===== config.mk =====
export PLATFORM = sky130hd
export DESIGN_NAME = alu_writeback
export DESIGN_NICKNAME = d
export VERILOG_FILES = /design/src/rtl/alu_writeback.sv
export SDC_FILE = /design/constraint.sdc
export NUM_CORES = 1
export LEC_CHECK = 0
export CORE_MARGIN = 4
export CORE_UTILIZATION = 39
export CTS_CLUSTER_SIZE = 12
export DETAILED_ROUTE_END_ITERATION = 8
export PLACE_DENSITY = 0.81
export SYNTH_ARGS = -nofsm -noshare
export SYNTH_HDL_FRONTEND = slang
export SYNTH_SLANG_ARGS = --single-unit

===== constraint.sdc =====
create_clock -name clk -period 4.7 [get_ports clk]
set_clock_uncertainty 0.15 [all_clocks]
set_input_delay 1.175 -clock clk [delete_from_list [all_inputs] [get_ports clk]]
set_output_delay 1.175 -clock clk [all_outputs]
set_load 0.02 [all_outputs]

===== src/rtl/alu_writeback.sv =====
// ALU writeback stage: flags register plus a 2-entry in-order register-file write queue.
// Optional forwarding lookup over pending writes is enabled by defining ALU_WB_FWD_EN.
module alu_writeback #(
   parameter int DATA_W  = 32,
   parameter int FLAGS_W = 8,
   parameter int ADDR_W  = 5
) (
   input  logic               clk,
   input  logic               rst_n,
   input  logic               in_valid,
   output logic               in_ready,
   input  logic [DATA_W-1:0]  in_result,
   input  logic [FLAGS_W-1:0] in_flags,
   input  logic [ADDR_W-1:0]  in_rd,
   input  logic               in_wr_en,
   input  logic               in_flags_en,
   output logic [FLAGS_W-1:0] flags_q,
   output logic               rf_we,
   output logic [ADDR_W-1:0]  rf_waddr,
   output logic [DATA_W-1:0]  rf_wdata,
   input  logic               rf_ready,
   input  logic [ADDR_W-1:0]  lookup_rd,
   output logic               lookup_hit,
   output logic [DATA_W-1:0]  lookup_data
);

   logic               head_valid_r, tail_valid_r;
   logic [ADDR_W-1:0]  head_rd_r, tail_rd_r;
   logic [DATA_W-1:0]  head_data_r, tail_data_r;
   logic [FLAGS_W-1:0] flags_r;

   logic               accept_s, push_s, pop_s;
   logic               shift_hv_s, shift_tv_s;
   logic [ADDR_W-1:0]  shift_hr_s, shift_tr_s;
   logic [DATA_W-1:0]  shift_hd_s, shift_td_s;
   logic               next_hv_s, next_tv_s;
   logic [ADDR_W-1:0]  next_hr_s, next_tr_s;
   logic [DATA_W-1:0]  next_hd_s, next_td_s;

   // Ready depends only on registered occupancy: full exactly when the tail slot is occupied.
   assign in_ready = ~tail_valid_r;
   assign accept_s = in_valid & ~tail_valid_r;
   assign push_s   = accept_s & in_wr_en & (in_rd != {ADDR_W{1'b0}});
   assign pop_s    = head_valid_r & rf_ready;

   assign flags_q  = flags_r;
   // Gated by reset so a pending head is never offered to the register file during reset.
   assign rf_we    = head_valid_r & rst_n;
   assign rf_waddr = head_rd_r;
   assign rf_wdata = head_data_r;

   // Pop stage: popping moves the tail into the head slot and empties the tail.
   always_comb begin
      if (pop_s) begin
         shift_hv_s = tail_valid_r;
         shift_hr_s = tail_rd_r;
         shift_hd_s = tail_data_r;
         shift_tv_s = 1'b0;
         shift_tr_s = {ADDR_W{1'b0}};
         shift_td_s = {DATA_W{1'b0}};
      end else begin
         shift_hv_s = head_valid_r;
         shift_hr_s = head_rd_r;
         shift_hd_s = head_data_r;
         shift_tv_s = tail_valid_r;
         shift_tr_s = tail_rd_r;
         shift_td_s = tail_data_r;
      end
   end

   // Push stage: a new entry lands in the first free slot after the pop.
   always_comb begin
      if (push_s && !shift_hv_s) begin
         next_hv_s = 1'b1;
         next_hr_s = in_rd;
         next_hd_s = in_result;
         next_tv_s = shift_tv_s;
         next_tr_s = shift_tr_s;
         next_td_s = shift_td_s;
      end else if (push_s) begin
         next_hv_s = shift_hv_s;
         next_hr_s = shift_hr_s;
         next_hd_s = shift_hd_s;
         next_tv_s = 1'b1;
         next_tr_s = in_rd;
         next_td_s = in_result;
      end else begin
         next_hv_s = shift_hv_s;
         next_hr_s = shift_hr_s;
         next_hd_s = shift_hd_s;
         next_tv_s = shift_tv_s;
         next_tr_s = shift_tr_s;
         next_td_s = shift_td_s;
      end
   end

   // Queue and flags state; empty slots are kept at zero so idle outputs read as zero.
   always_ff @(posedge clk) begin
      if (!rst_n) begin
         head_valid_r <= 1'b0;
         head_rd_r    <= {ADDR_W{1'b0}};
         head_data_r  <= {DATA_W{1'b0}};
         tail_valid_r <= 1'b0;
         tail_rd_r    <= {ADDR_W{1'b0}};
         tail_data_r  <= {DATA_W{1'b0}};
         flags_r      <= {FLAGS_W{1'b0}};
      end else begin
         head_valid_r <= next_hv_s;
         head_rd_r    <= next_hr_s;
         head_data_r  <= next_hd_s;
         tail_valid_r <= next_tv_s;
         tail_rd_r    <= next_tr_s;
         tail_data_r  <= next_td_s;
         if (accept_s && in_flags_en) begin
            flags_r <= in_flags;
         end else begin
            flags_r <= flags_r;
         end
      end
   end

`ifdef ALU_WB_FWD_EN
   logic hit_head_s, hit_tail_s;

   assign hit_head_s = head_valid_r & (head_rd_r == lookup_rd) & (lookup_rd != {ADDR_W{1'b0}});
   assign hit_tail_s = tail_valid_r & (tail_rd_r == lookup_rd) & (lookup_rd != {ADDR_W{1'b0}});
   assign lookup_hit = hit_head_s | hit_tail_s;

   // Youngest matching entry wins, so the tail has priority over the head.
   always_comb begin
      if (hit_tail_s) begin
         lookup_data = tail_data_r;
      end else if (hit_head_s) begin
         lookup_data = head_data_r;
      end else begin
         lookup_data = {DATA_W{1'b0}};
      end
   end
`else
   logic lookup_unused_s;

   assign lookup_unused_s = ^lookup_rd;
   assign lookup_hit      = 1'b0;
   assign lookup_data     = {DATA_W{1'b0}};
`endif

endmodule


==> results of run 1 <==
-- layout by cell type (no fill, tap or decap) --
cell type,instances
a21boi_4,1
a21o_1,35
a21oi_1,1
and2_1,2
and3b_1,1
buf_2,2
buf_4,6
bufinv_16,1
clkbuf_8,11
clkdlybuf4s50_1,95
clkinv_2,1
clkinv_4,2
clkinvlp_4,1
conb_1,33
dfxtp_1,83
dfxtp_2,1
inv_1,3
mux2i_1,82
nand2_1,77
nand2b_1,1
nand3b_1,1
nand4_1,2
nor2_1,8
nor2b_1,1
o211a_4,1
o211ai_1,35
o211ai_4,2
o21ai_0,3
o31ai_1,1
o31ai_2,1
or4_4,1
-- cells in the mapped netlist --
cell	count
a21boi_0	1
a21o_1	35
a21oi_1	1
and2_1	2
and3b_1	1
buf_1	1
buf_12	4
buf_2	2
buf_4	33
buf_6	3
clkbuf_1	24
conb_1	1
dfxtp_1	84
inv_1	3
mux2i_1	82
nand2_1	77
nand2b_1	1
nand3b_1	1
nand4_1	2
nor2_1	8
nor2b_1	1
o211a_4	1
o211ai_1	35
o211ai_2	1
o211ai_4	1
o21ai_0	3
o31ai_1	1
o31ai_2	1
or4_4	1
-- report_power, final --
group / internal [mW] / total, mW / switching, mW
clock network: 0.276 / 0.534 / 0.259
logic: 0.139 / 0.299 / 0.160
registers: 0.743 / 0.760 / 0.0177
-- per-layer routing --
| metal | share of wire | vias up | wire length, um | GRT usage |
|---|---|---|---|---|
| li1 | - | 1518 | - | - |
| met1 | 0.42 | 1488 | 4008 | 0.1918 |
| met2 | 0.51 | 103 | 4850 | 0.2969 |
| met3 | 0.072 | 4 | 689 | 0.04618 |
| met4 | 0.0047 | 0 | 45 | 0.03246 |
| met5 | 0 | - | 0 | 0 |
-- logic make-up (layout without fill, tap and decap cells) --
logic type | after synthesis | after routing | synth area share
AND/OR/NAND/NOR | 94 | 94 | 0.09624
flip-flops | 84 | 84 | 0.4213
multiplexers | 82 | 82 | 0.2056
AO/OA/AOI/OAI | 80 | 80 | 0.1564
buffers and inverters | 70 | 122 | 0.1194
other | 1 | 33 | 0.0009395
-- cell type report --
class | instances | area [um2] | share of cell area
tap | 133 | 166.4 | 0.03295
inverter | 3 | 11.26 | 0.002229
timing repair buffer | 103 | 1006 | 0.1992
multi-input combinational | 289 | 1973 | 0.3906
clock inverter | 5 | 60.06 | 0.01189
sequential | 84 | 1683 | 0.3332
clock buffer | 11 | 151.4 | 0.02997
-- critical path: cells and delay by family --
kind / cells / cell delay (ns)
and+or+nand+nor: 1 / 0.14
buffers and inverters: 2 / 0.71
-- path summary, 6_finish.rpt --
check	cells after the start	slack [ns]	end
setup / recovery	3	1.34	rf_we
hold / removal	2	0.31	tail_data_r[8]$_SDFF_PN0_
setup reg to reg	5	2.65	tail_data_r[7]$_SDFF_PN0_
hold reg to reg	2	0.31	tail_data_r[8]$_SDFF_PN0_
-- registers in the layout, indices dropped and copies added, names as in the netlist --
| signal | flops |
|---|---|
| rf_wdata | 32 |
| tail_rd_r | 5 |
| rf_waddr | 5 |
| tail_data_r | 32 |
| flags_q | 8 |
| head_valid_r | 1 |
| tail_valid_r | 1 |
==> impl_metrics.csv, run 1 <==
group,metric,value,unit
cts,ctsResizeCount,0,
outcome,outcome,"complete, no violations",
cts,cts.reportedPaths.clkPinSlew,0.08,ns
placement,placed_cells,612,
layout,layout.cells.non_filler,628,
sta,slew_viol_final,0,
placement,hpwl,6479,um
routing,antenna_left,0,
logic_synthesis,yosysWarningCount,0,
sta,post-route-period-util,0.7151,
floorplan,start_util,0.4046,
logic_synthesis,synth_largest_area_cell,"dfxtp_1",
sta,hold_viol,0,
sta,fmax,297.5,MHz
floorplan,core_area,9864,um2
worst_setup_path,path_class,"input pin to primary output",
placement,dpl-instance-area,4840,um2
worst_setup_path,crit_slowest_cell,"clkdlybuf4s50_1",
global_route,grtUsageTotal,0.1637,
global_route,antenna_found_initial,0,
routing,routed_wl,9594,um
sta,tns,0,ns
layout,nets,546,
cts,root_buffer,"clkbuf_8",
layout,fin_util,0.5121,
logic_synthesis,syn_area,3991,um2
global_route,grt_max_degree,77,
routing,drt-initial-drc-count,106,
power_and_ir_drop,powerDensity,315.6,nW/um2
floorplan,die-area,11920,um2
worst_setup_path,critPathLaunch,"rst_n",
logic_synthesis,seq_area_frac_synth,0.4213,
placement,numPortBuffers,97,
routing,vias_per_cell,4.957,
logic_synthesis,synth_seq_cells,84,
worst_hold_path,hold_class,"register to register",
power_and_ir_drop,ir_drop,161.4,uV
routing,drc,0,
cts,cts_hold_buffers,0,
placement,pre_cts_ws,1.212,ns
layout,drive_above_1_share,0.06263,
layout,diodes,0,
power_and_ir_drop,p_leak,2.467,nW
worst_setup_path,cp.required,3.38,ns
cts,ctsLongestPathBuffers,2,
worst_setup_path,crit_path_end_kind,"primary output",
placement,gp_congestion,0.6914,
floorplan,die_x,109.2,um
logic_synthesis,synth_cell_types,29,
routing,vias,3113,
power_and_ir_drop,design_power_total,1.594,mW
worst_setup_path,regToRegStartpoint,"head_valid_r$_SDFF_PN0_",
sta,finalWorstSetupSlack,1.339,ns
global_route,overflow,0,
layout,nFillCells,917,
sta,whs,0.3140,ns
sta,slew_headroom,0.4707,
floorplan,die_y,109.2,um
worst_setup_path,critPathArrivalTime,2.04,ns
cts,clock_sinks,84,
logic_synthesis,synth_top_cell_area_share,0.4213,
floorplan,rows,36,
logic_synthesis,synth.area.top_cells,"dfxtp_1, mux2i_1, nand2_1",
worst_hold_path,hold_start,"tail_data_r[8]$_SDFF_PN0_",
job,cap_violations,0,
sta,tightest_slew,0.7940,ns
cts,htree_levels,3,
sta,rsz0062_at_grt,"false",
worst_setup_path,start_kind,"input pin",
worst_setup_path,cp_cell_sequence,"buf_2 -> and2_1 -> clkdlybuf4s50_1",
routing,first_pass_iters,4,
cts,cts_tree,"built",
global_route,grt_pass1_wl,15500,um
routing,wl_per_cell,15.28,um
worst_setup_path,path_max_fanout,2,
logic_synthesis,syn_area_per_cell,9.711,um2
floorplan,ios,136,
cts,clk_latency,0.34,ns
global_route,grt_pass1_vias,3256,
sta,fin_crit,3.361,ns
cts,post_cts_buffers,0,
worst_setup_path,slowest_delay,0.61,ns
logic_synthesis,netlist_instances,411,
layout,fin_area,5051,um2
layout,area_growth,26.55,%
cts,cts_inserted_buffers,9,
sta,finalSetupViolCount,0,
No activity file was read; power rests on OpenSTA's default activity.
==> inputs of run 2 (changes only) <==
==> constraint.sdc (replaced) <==
create_clock -name clk -period 3.5 [get_ports clk]
set_clock_uncertainty 0.15 [all_clocks]
set_input_delay 0.875 -clock clk [delete_from_list [all_inputs] [get_ports clk]]
set_output_delay 0.875 -clock clk [all_outputs]
set_load 0.02 [all_outputs]
==> run 2 against run 1 <==
  * Setup slack lost 0.59 ns
  * Largest cell class unchanged
  * Core utilization grew 0.60 points
  * First-iteration DRC count shrank 4.7%
  * Die area is the same
  * Final area grew 1.2%
  * Total power grew 43%
  * Clock-buffer cell count grew 1
  * Wire length shrank 1.1%
  * Critical endpoint unchanged
==> impl_metrics.csv, run 2 (synthesis results as in run 1) <==
group,metric,value,unit
worst_setup_path,crit_buf_inv,2,
layout,area_growth,28.03,%
global_route,antenna_found_initial,0,
floorplan,die_x,109.2,um
cts,cts.reportedPaths.clkPinSlew,0.08,ns
worst_setup_path,crit_path_end_kind,"primary output",
floorplan,start_util,0.4046,
power_and_ir_drop,design_power_total,2.281,mW
routing,drc,0,
global_route,overflow,0,
placement,gp_congestion,0.6994,
placement,numPortBuffers,97,
worst_setup_path,path_class,"input pin to primary output",
routing,routed_wl,9492,um
worst_setup_path,cp_cell_sequence,"buf_2 -> and2_1 -> clkdlybuf4s50_1",
placement,hpwl,6294,um
sta,tns,0,ns
layout,nets,547,
routing,first_pass_iters,4,
cts,ctsResizeCount,0,
layout,layout.cells.non_filler,629,
sta,fin_crit,2.747,ns
layout,fin_area,5110,um2
layout,layout_common_cells,"clkdlybuf4s50_1, dfxtp_1, mux2i_1",
cts,root_buffer,"clkbuf_8",
sta,tightest_slew,0.7749,ns
worst_setup_path,path_delay_family,"buffers and inverters",
sta,fmax,364.1,MHz
layout,nFillCells,905,
worst_setup_path,crit_slowest_cell,"clkdlybuf4s50_1",
floorplan,core_area,9864,um2
sta,finalSetupViolCount,0,
layout,drive_above_1_share,0.06250,
floorplan,die_y,109.2,um
global_route,grt_max_degree,77,
power_and_ir_drop,p_leak,2.499,nW
worst_setup_path,cp.required,2.47,ns
worst_setup_path,path_max_fanout,2,
sta,hold_viol,0,
cts,clk_latency,0.35,ns
placement,dpl-instance-area,4860,um2
outcome,outcome,"complete, no violations",
sta,rsz0062_at_grt,"false",
routing,vias,3125,
power_and_ir_drop,powerDensity,446.5,nW/um2
layout,final_common_cell,"clkdlybuf4s50_1",
cts,post_cts_buffers,0,
cts,cts_inserted_buffers,9,
routing,wl_per_cell,15.09,um
sta,slew_viol_final,0,
worst_setup_path,slowest_delay,0.62,ns
cts,clock_sinks,84,
floorplan,rows,36,
global_route,grtUsageTotal,0.1572,
worst_setup_path,critPathArrivalTime,1.72,ns
global_route,grt_pass1_vias,3007,
sta,slew_headroom,0.4834,
sta,post-route-period-util,0.7848,
cts,ctsLongestPathBuffers,2,
routing,drt-initial-drc-count,101,
power_and_ir_drop,ir_drop,230.9,uV
routing,vias_per_cell,4.968,
job,cap_violations,0,
routing,antenna_left,0,
cts,cts_hold_buffers,0,
global_route,grt_pass1_wl,14610,um
floorplan,ios,136,
cts,htree_levels,3,
placement,placed_cells,613,
layout,diodes,0,
cts,cts_tree,"built",
worst_hold_path,hold_class,"register to register",
layout,fin_util,0.5180,
worst_setup_path,start_kind,"input pin",
floorplan,die-area,11920,um2
==> run 2: cell type report <==
class,instances,area [um2],area share
clock buffers,12,155.1,0.03036
clock inverters,4,95.09,0.01861
inverters,3,11.26,0.002204
multi-input cells,289,1973,0.3861
flip-flops and latches,84,1683,0.3293
well taps,133,166.4,0.03257
repair buffers,104,1026,0.2008
==> run 2: final timing paths <==
kind	start	endpoint	slack (ns)	depth (start not counted)
worst min-delay path	tail_data_r[30]$_SDFF_PN0_	tail_data_r[30]$_SDFF_PN0_	0.31	2
worst max register to register	head_valid_r$_SDFF_PN0_	rf_wdata[28]$_SDFFE_PN0P_	1.50	5
worst max-delay path	rst_n	rf_we	0.75	3
worst min register to register	tail_data_r[30]$_SDFF_PN0_	tail_data_r[30]$_SDFF_PN0_	0.31	2
==> run 2: power by group <==
group          internal [mW]  total [mW]  switching [mW]
clock network          0.513       0.857           0.344
registers              0.997        1.02          0.0236
logic                  0.187       0.403           0.216
total                   1.70        2.28           0.584
==> run 2: metal layers <==
layer  global-route usage  vias up  share of wire
met1               0.1938     1481           0.44
met3              0.04144        9          0.073
li1                     -     1520              -
met2               0.2596      115           0.48
met5                    0        -              0
met4              0.06402        0          0.011
==> run 2: tightest hold or removal path, cell delays in order, from the launching register on <==
cell,delay (ns)
dfxtp_1,0.32
nand2_1,0.05
mux2i_1,0.05
==> run 2: stage by stage <==
stage,worst slack [ns],hold WS [ns]
2_1_floorplan,0.7996,0.2877
3_3_place_gp,0.6452,0.2946
3_5_place_dp,0.5952,0.3036
4_1_cts,0.7305,0.3141
5_1_grt,0.7033,0.3319
6_report,0.7531,0.3131
